$ cat src/rtl/config.sv
// Shared DPLL build configuration: pfd counter width.
`ifndef N_BIT
`define N_BIT 8
`endif

$ cat src/rtl/dpll_pkg.sv
// Types and clamp helpers shared by the DPLL loop filter and its lock detector.
`ifndef N_BIT
`define N_BIT 8
`endif

package dpll_pkg;
   localparam int N_BIT = `N_BIT;

   typedef enum logic [1:0] {S_IDLE, S_ERR, S_INT, S_OUT} state_t;

   typedef struct packed {
      logic             first_second;
      logic [N_BIT-1:0] diff_1;
      logic [N_BIT-1:0] diff_2;
      logic             timeout;
   } pfd_meas_t;

   function automatic longint clamp(input longint v, input longint lo, input longint hi);
      if (v < lo) return lo;
      if (v > hi) return hi;
      return v;
   endfunction

   // Saturate to the range of a w-bit two's complement value.
   function automatic longint sat_signed(input longint v, input int w);
      longint lim;
      lim = 64'sd1 <<< (w - 1);
      return clamp(v, -lim, lim - 1);
   endfunction
endpackage

$ cat src/rtl/dpll_lock_detect.sv
// Lock detector: counts consecutive small, non-timeout phase errors.
module dpll_lock_detect
   import dpll_pkg::*;
#(
   parameter int EW       = N_BIT + 1,
   parameter int LOCK_TOL = 2,
   parameter int LOCK_CNT = 4
) (
   input  logic                 i_clk,
   input  logic                 i_rst,
   input  logic                 i_en,
   input  logic signed [EW-1:0] i_err,
   input  logic                 i_timeout,
   output logic                 o_locked
);
   localparam int CW = $clog2(LOCK_CNT + 1);

   logic [CW-1:0] r_cnt;
   logic          r_locked;
   logic [EW:0]   w_ext;
   logic [EW:0]   w_abs;
   logic          w_in_tol;

   assign w_ext    = {i_err[EW-1], i_err};
   assign w_abs    = i_err[EW-1] ? (~w_ext + 1'b1) : w_ext;
   assign w_in_tol = !i_timeout && (w_abs <= (EW+1)'(LOCK_TOL));

   always_ff @(posedge i_clk or posedge i_rst) begin
      if (i_rst) begin
         r_cnt    <= '0;
         r_locked <= 1'b0;
      end else if (i_en) begin
         if (w_in_tol) begin
            if (r_cnt < CW'(LOCK_CNT)) r_cnt <= r_cnt + 1'b1;
            r_locked <= (r_cnt >= CW'(LOCK_CNT - 1));
         end else begin
            r_cnt    <= '0;
            r_locked <= 1'b0;
         end
      end
   end

   assign o_locked = r_locked;
endmodule

$ cat src/rtl/dpll_loop_filter.sv
// DPLL proportional-integral loop filter: pfd measurement in, clamped DCO control word out.
module dpll_loop_filter
   import dpll_pkg::*;
#(
   parameter int     CTRL_W    = 16,
   parameter int     KP_SHIFT  = 2,
   parameter int     KI_SHIFT  = 4,
   parameter longint CTRL_INIT = 1000,
   parameter longint CTRL_MIN  = 0,
   parameter longint CTRL_MAX  = (64'sd1 <<< CTRL_W) - 1,
   parameter int     LOCK_TOL  = 2,
   parameter int     LOCK_CNT  = 4
) (
   input  logic              i_clk,
   input  logic              i_rst,
   input  logic              i_ready,
   input  logic              i_first_second,
   input  logic [N_BIT-1:0]  i_diff_1,
   input  logic [N_BIT-1:0]  i_diff_2,
   input  logic              i_timeout,
   output logic [CTRL_W-1:0] o_ctrl_word,
   output logic              o_ctrl_valid,
   output logic              o_locked,
   output logic              o_overrun
);
   localparam int EW = N_BIT + 1;
   localparam int IW = CTRL_W + KI_SHIFT + 1;

   state_t                r_state;
   pfd_meas_t             r_cap, r_pend, w_meas;
   logic                  r_pend_vld;
   logic signed [EW-1:0]  r_err, w_err;
   logic signed [IW-1:0]  r_integ;
   logic [CTRL_W-1:0]     r_ctrl;
   logic                  r_valid, r_overrun;
   logic [N_BIT-1:0]      w_mag;
   logic                  w_pop, w_direct, w_push, w_drop;
   longint                w_integ_n, w_sum;

   assign w_meas = {i_first_second, i_diff_1, i_diff_2, i_timeout};
   assign w_mag  = r_cap.timeout ? '1 : (r_cap.first_second ? r_cap.diff_1 : r_cap.diff_2);
   assign w_err  = r_cap.first_second ? $signed({1'b0, w_mag}) : -$signed({1'b0, w_mag});

   // Pending slot frees whenever the FSM is about to start a new sample, so a
   // ready arriving in that same cycle can still be parked there.
   assign w_pop    = r_pend_vld && (r_state == S_IDLE || r_state == S_OUT);
   assign w_direct = i_ready && (r_state == S_IDLE) && !r_pend_vld;
   assign w_push   = i_ready && !w_direct && (!r_pend_vld || w_pop);
   assign w_drop   = i_ready && !w_direct && !w_push;

   always_comb begin
      w_integ_n = sat_signed(longint'(r_integ) + longint'(r_err), IW);
      w_sum     = CTRL_INIT + (w_integ_n >>> KI_SHIFT) + (longint'(r_err) <<< KP_SHIFT);
   end

   always_ff @(posedge i_clk or posedge i_rst) begin
      if (i_rst) begin
         r_state    <= S_IDLE;
         r_pend_vld <= 1'b0;
         r_integ    <= '0;
         r_ctrl     <= CTRL_W'(CTRL_INIT);
         r_valid    <= 1'b0;
         r_overrun  <= 1'b0;
      end else begin
         r_valid    <= (r_state == S_INT);
         r_pend_vld <= w_push || (r_pend_vld && !w_pop);
         if (w_drop) r_overrun <= 1'b1;
         case (r_state)
            S_IDLE: if (w_pop || w_direct) r_state <= S_ERR;
            S_ERR:  r_state <= S_INT;
            S_INT: begin
               r_state <= S_OUT;
               r_integ <= IW'(w_integ_n);
               r_ctrl  <= CTRL_W'(clamp(w_sum, CTRL_MIN, CTRL_MAX));
            end
            S_OUT:   r_state <= w_pop ? S_ERR : S_IDLE;
            default: r_state <= S_IDLE;
         endcase
      end
   end

   always_ff @(posedge i_clk) begin
      if (w_direct)   r_cap <= w_meas;
      else if (w_pop) r_cap <= r_pend;
      if (w_push) r_pend <= w_meas;
      if (r_state == S_ERR) r_err <= w_err;
   end

   dpll_lock_detect #(
      .EW       (EW),
      .LOCK_TOL (LOCK_TOL),
      .LOCK_CNT (LOCK_CNT)
   ) u_lock (
      .i_clk     (i_clk),
      .i_rst     (i_rst),
      .i_en      (r_state == S_INT),
      .i_err     (r_err),
      .i_timeout (r_cap.timeout),
      .o_locked  (o_locked)
   );

   assign o_ctrl_word  = r_ctrl;
   assign o_ctrl_valid = r_valid;
   assign o_overrun    = r_overrun | w_drop;
endmodule

$ cat config.mk
export PLATFORM = sky130hd
export DESIGN_NAME = dpll_loop_filter
export DESIGN_NICKNAME = d
export VERILOG_FILES = /design/src/rtl/config.sv /design/src/rtl/dpll_pkg.sv /design/src/rtl/dpll_lock_detect.sv /design/src/rtl/dpll_loop_filter.sv
export SDC_FILE = /design/constraint.sdc
export NUM_CORES = 1
export LEC_CHECK = 0
export CORE_MARGIN = 5
export CORE_UTILIZATION = 39
export CTS_CLUSTER_SIZE = 20
export DETAILED_ROUTE_END_ITERATION = 10
export DONT_BUFFER_PORTS = 1
export GPL_TIMING_DRIVEN = 0
export MAX_ROUTING_LAYER = met4
export SYNTH_ARGS = -nofsm -noshare
export SYNTH_HDL_FRONTEND = slang
export SYNTH_SLANG_ARGS = --single-unit
$ cat constraint.sdc
create_clock -name i_clk -period 17.9 [get_ports i_clk]
set_clock_uncertainty 0.1 [all_clocks]
set_input_delay 1.79 -clock i_clk [delete_from_list [all_inputs] [get_ports i_clk]]
set_output_delay 1.79 -clock i_clk [all_outputs]
set_load 0.1 [all_outputs]
==> results.toml <==
[setup_path]
worstSetupStartpointType = "flop"
cp_max_fo = 24
crit_top_cell = "ha_1"
crit_slowest_cell = "edfxtp_1"
reg2reg_to = "o_ctrl_word[2]"
end_kind = "flop"
worstReg2RegStart = "r_err[8]"
r2r_cells = 31
arrival_ns = 8.67
max_stage_delay_ns = 1.02
ff2ff_setup_slack_ns = 9.34
crit_type = "flop to flop"
required_ns = 18.01

[grt]
grt_overflow_total = 0
grt_usage = 0.155
gr-usage-met1 = 0.184
antenna_found_initial = 0
grt_use_met3 = 0.0316
grt_pass1_vias = 5065
grt-busiest-layer = "met2"
grt_pass1_wl_microns = 24400
grt_max_degree = 35
use_met2 = 0.265

[routing]
viasPerCell = 5.54
routed_wl_microns = 14200
drt-pass1-iter-count = 5
drc = 0
ant_nets = 0
drt_iter0_markers = 252
routedWlPerCell_microns = 15.7
vias = 5003

[cells_and_area]
fillerInstances = 1592
area_delta_synth_final_pct = 9.33
layout.nets = 774
mostFrequentLayoutCells = "ha_1, inv_1, a21oi_1, o21ai_0, edfxtp_1"
final_common_cell = "ha_1"
n_antenna_cell = 0
final_layout_size_suffix_gt1_frac = 0.113

[sta]
period_needed_ns = 8.56
fmax_ghz = 0.117
worst_slack_ns = 9.34
tightest_slew_ns = 1.02
tns_ns = 0
finalCritPeriodShare = 0.478
setup_violations = 0
max_slew_margin = 0.320
rsz0062_at_grt = "no"
hold_viol = 0
finalMaxSlewViolations = 0

[placed_design]
globalplace.congestion = 0.905
pre_cts_slack_ns = 9.45
dpl.hpwl_microns = 11100
io_buffers = 0

[yosys]
synthArstFlopShare = 0.505
synth_edf_count = 45
synth_cells = 664
syn_nets = 760
yosysWarnings = 0
synth_cell_types = 66
ys.flop_type = "edfxtp_1"
synth_area_per_cell_sq_um = 9.84
ys_ff_latch = 91
synth_seq_area_share = 0.384
synth_area_sq_um = 6530

[clock_tree]
clockBufferDepth = 2
clk_latency_ns = 0.35
post_cts_buffers = 0
htreeDepth = 3
cts_buffers = 9
clkSlewWorstSetupHoldPaths_ns = 0.06
postCtsHoldBufs = 0
cts_tree = "done"
cts_resized = 0
cts_root_buf = "clkbuf_16"
cts.sinks = 91

[hold_path]
hold_path_end = "r_overrun"
hold_depth = 1
min-delay-start = "r_overrun"
hp-class = "flop to flop"

[status]
status = "finished clean"

[die]
die_h_microns = 139
core-area_sq_um = 16500
fp.dieW_microns = 139
die_area_sq_um = 19400
rows = 47
start_util = 0.395
ios = 40

[flow_run]
max_cap_viol_count = 0
flip-flops by register name, indices dropped and copies added, names as in the netlist:
name,count
r_integ,21
r_cap,18
r_pend,18
o_ctrl_word,16
r_err,9
u_lock.r_cnt,3
r_state,2
o_ctrl_valid,1
r_overrun,1
r_pend_vld,1
u_lock.o_locked,1
critical path, delay by kind of cell (launching register included):
family / cells / cell delay, ns
flip-flops: 1 / 1.02
adder cells (fa/ha/maj): 5 / 1.58
AO/OA/AOI/OAI: 15 / 2.70
buffers and inverters: 4 / 0.60
AND/OR/NAND/NOR: 7 / 2.39
final cells by class:
| class | instances | area [sq um] | share of cell area |
|---|---|---|---|
| Clock inverter | 6 | 65.1 | 0.00911 |
| Timing Repair Buffer | 3 | 35.0 | 0.00491 |
| Sequential cell | 91 | 2510 | 0.351 |
| Multi-Input combinational cell | 484 | 3660 | 0.513 |
| Buffer | 23 | 118 | 0.0165 |
| Inverter | 66 | 248 | 0.0347 |
| Clock buffer | 10 | 229 | 0.0321 |
| Tap cell | 220 | 275 | 0.0385 |
synth_stat cells (all sizes together), types with 10 or more instances:
cell type,instances,area (sq um)
xnor2,21,184
nand3,10,50.1
mux2,29,327
xor2,13,114
dfrtp,40,1000
a21oi,56,288
a21o,23,173
nor2,33,124
nand2,29,109
edfxtp,45,1350
inv,65,244
ha,73,913
o21ai,73,369
clkbuf,19,72.6
cells by family (layout without fill, tap and decap cells):
family,after synthesis,in the layout,share of synthesized area
DFF,91,91,0.384
buffers and inverters,89,108,0.0559
adders and majority gates,75,75,0.146
xor gates and xnor gates,34,34,0.0456
and+or+nand+nor,128,128,0.101
muxes,32,32,0.0546
AOI/OAI and AO/OA,215,215,0.213
stage by stage:
stage	utilization	instances	hold WS (ns)	instance area, sq um
6_report	0.432	903	0.359	7140
5_1_grt	0.432	903	0.388	7140
4_1_cts	0.432	903	0.364	7140
3_5_place_dp	0.414	887	0.350	6850
3_3_place_gp	0.412	884	0.343	6810
2_1_floorplan	-	664	0.330	6530
routing by layer:
layer | share of wire | routed length, microns
met1 | 0.44 | 6180
met2 | 0.51 | 7160
met3 | 0.039 | 552
met4 | 0.020 | 286
met5 | 0 | 0
worst max path at each step:
stage,startpoint,end,slack (ns)
global placement,r_err[8],o_ctrl_word[2],9.57
detailed placement,r_err[8],o_ctrl_word[2],9.45
CTS,r_err[8],o_ctrl_word[2],9.40
finish,r_err[8],o_ctrl_word[2],9.34
global route,r_err[8],o_ctrl_word[2],8.71
floorplan,r_err[8],o_ctrl_word[0],10.62
Power is not shown: default switching activity piles up to over one toggle a cycle in this logic, so the estimate is an artifact.
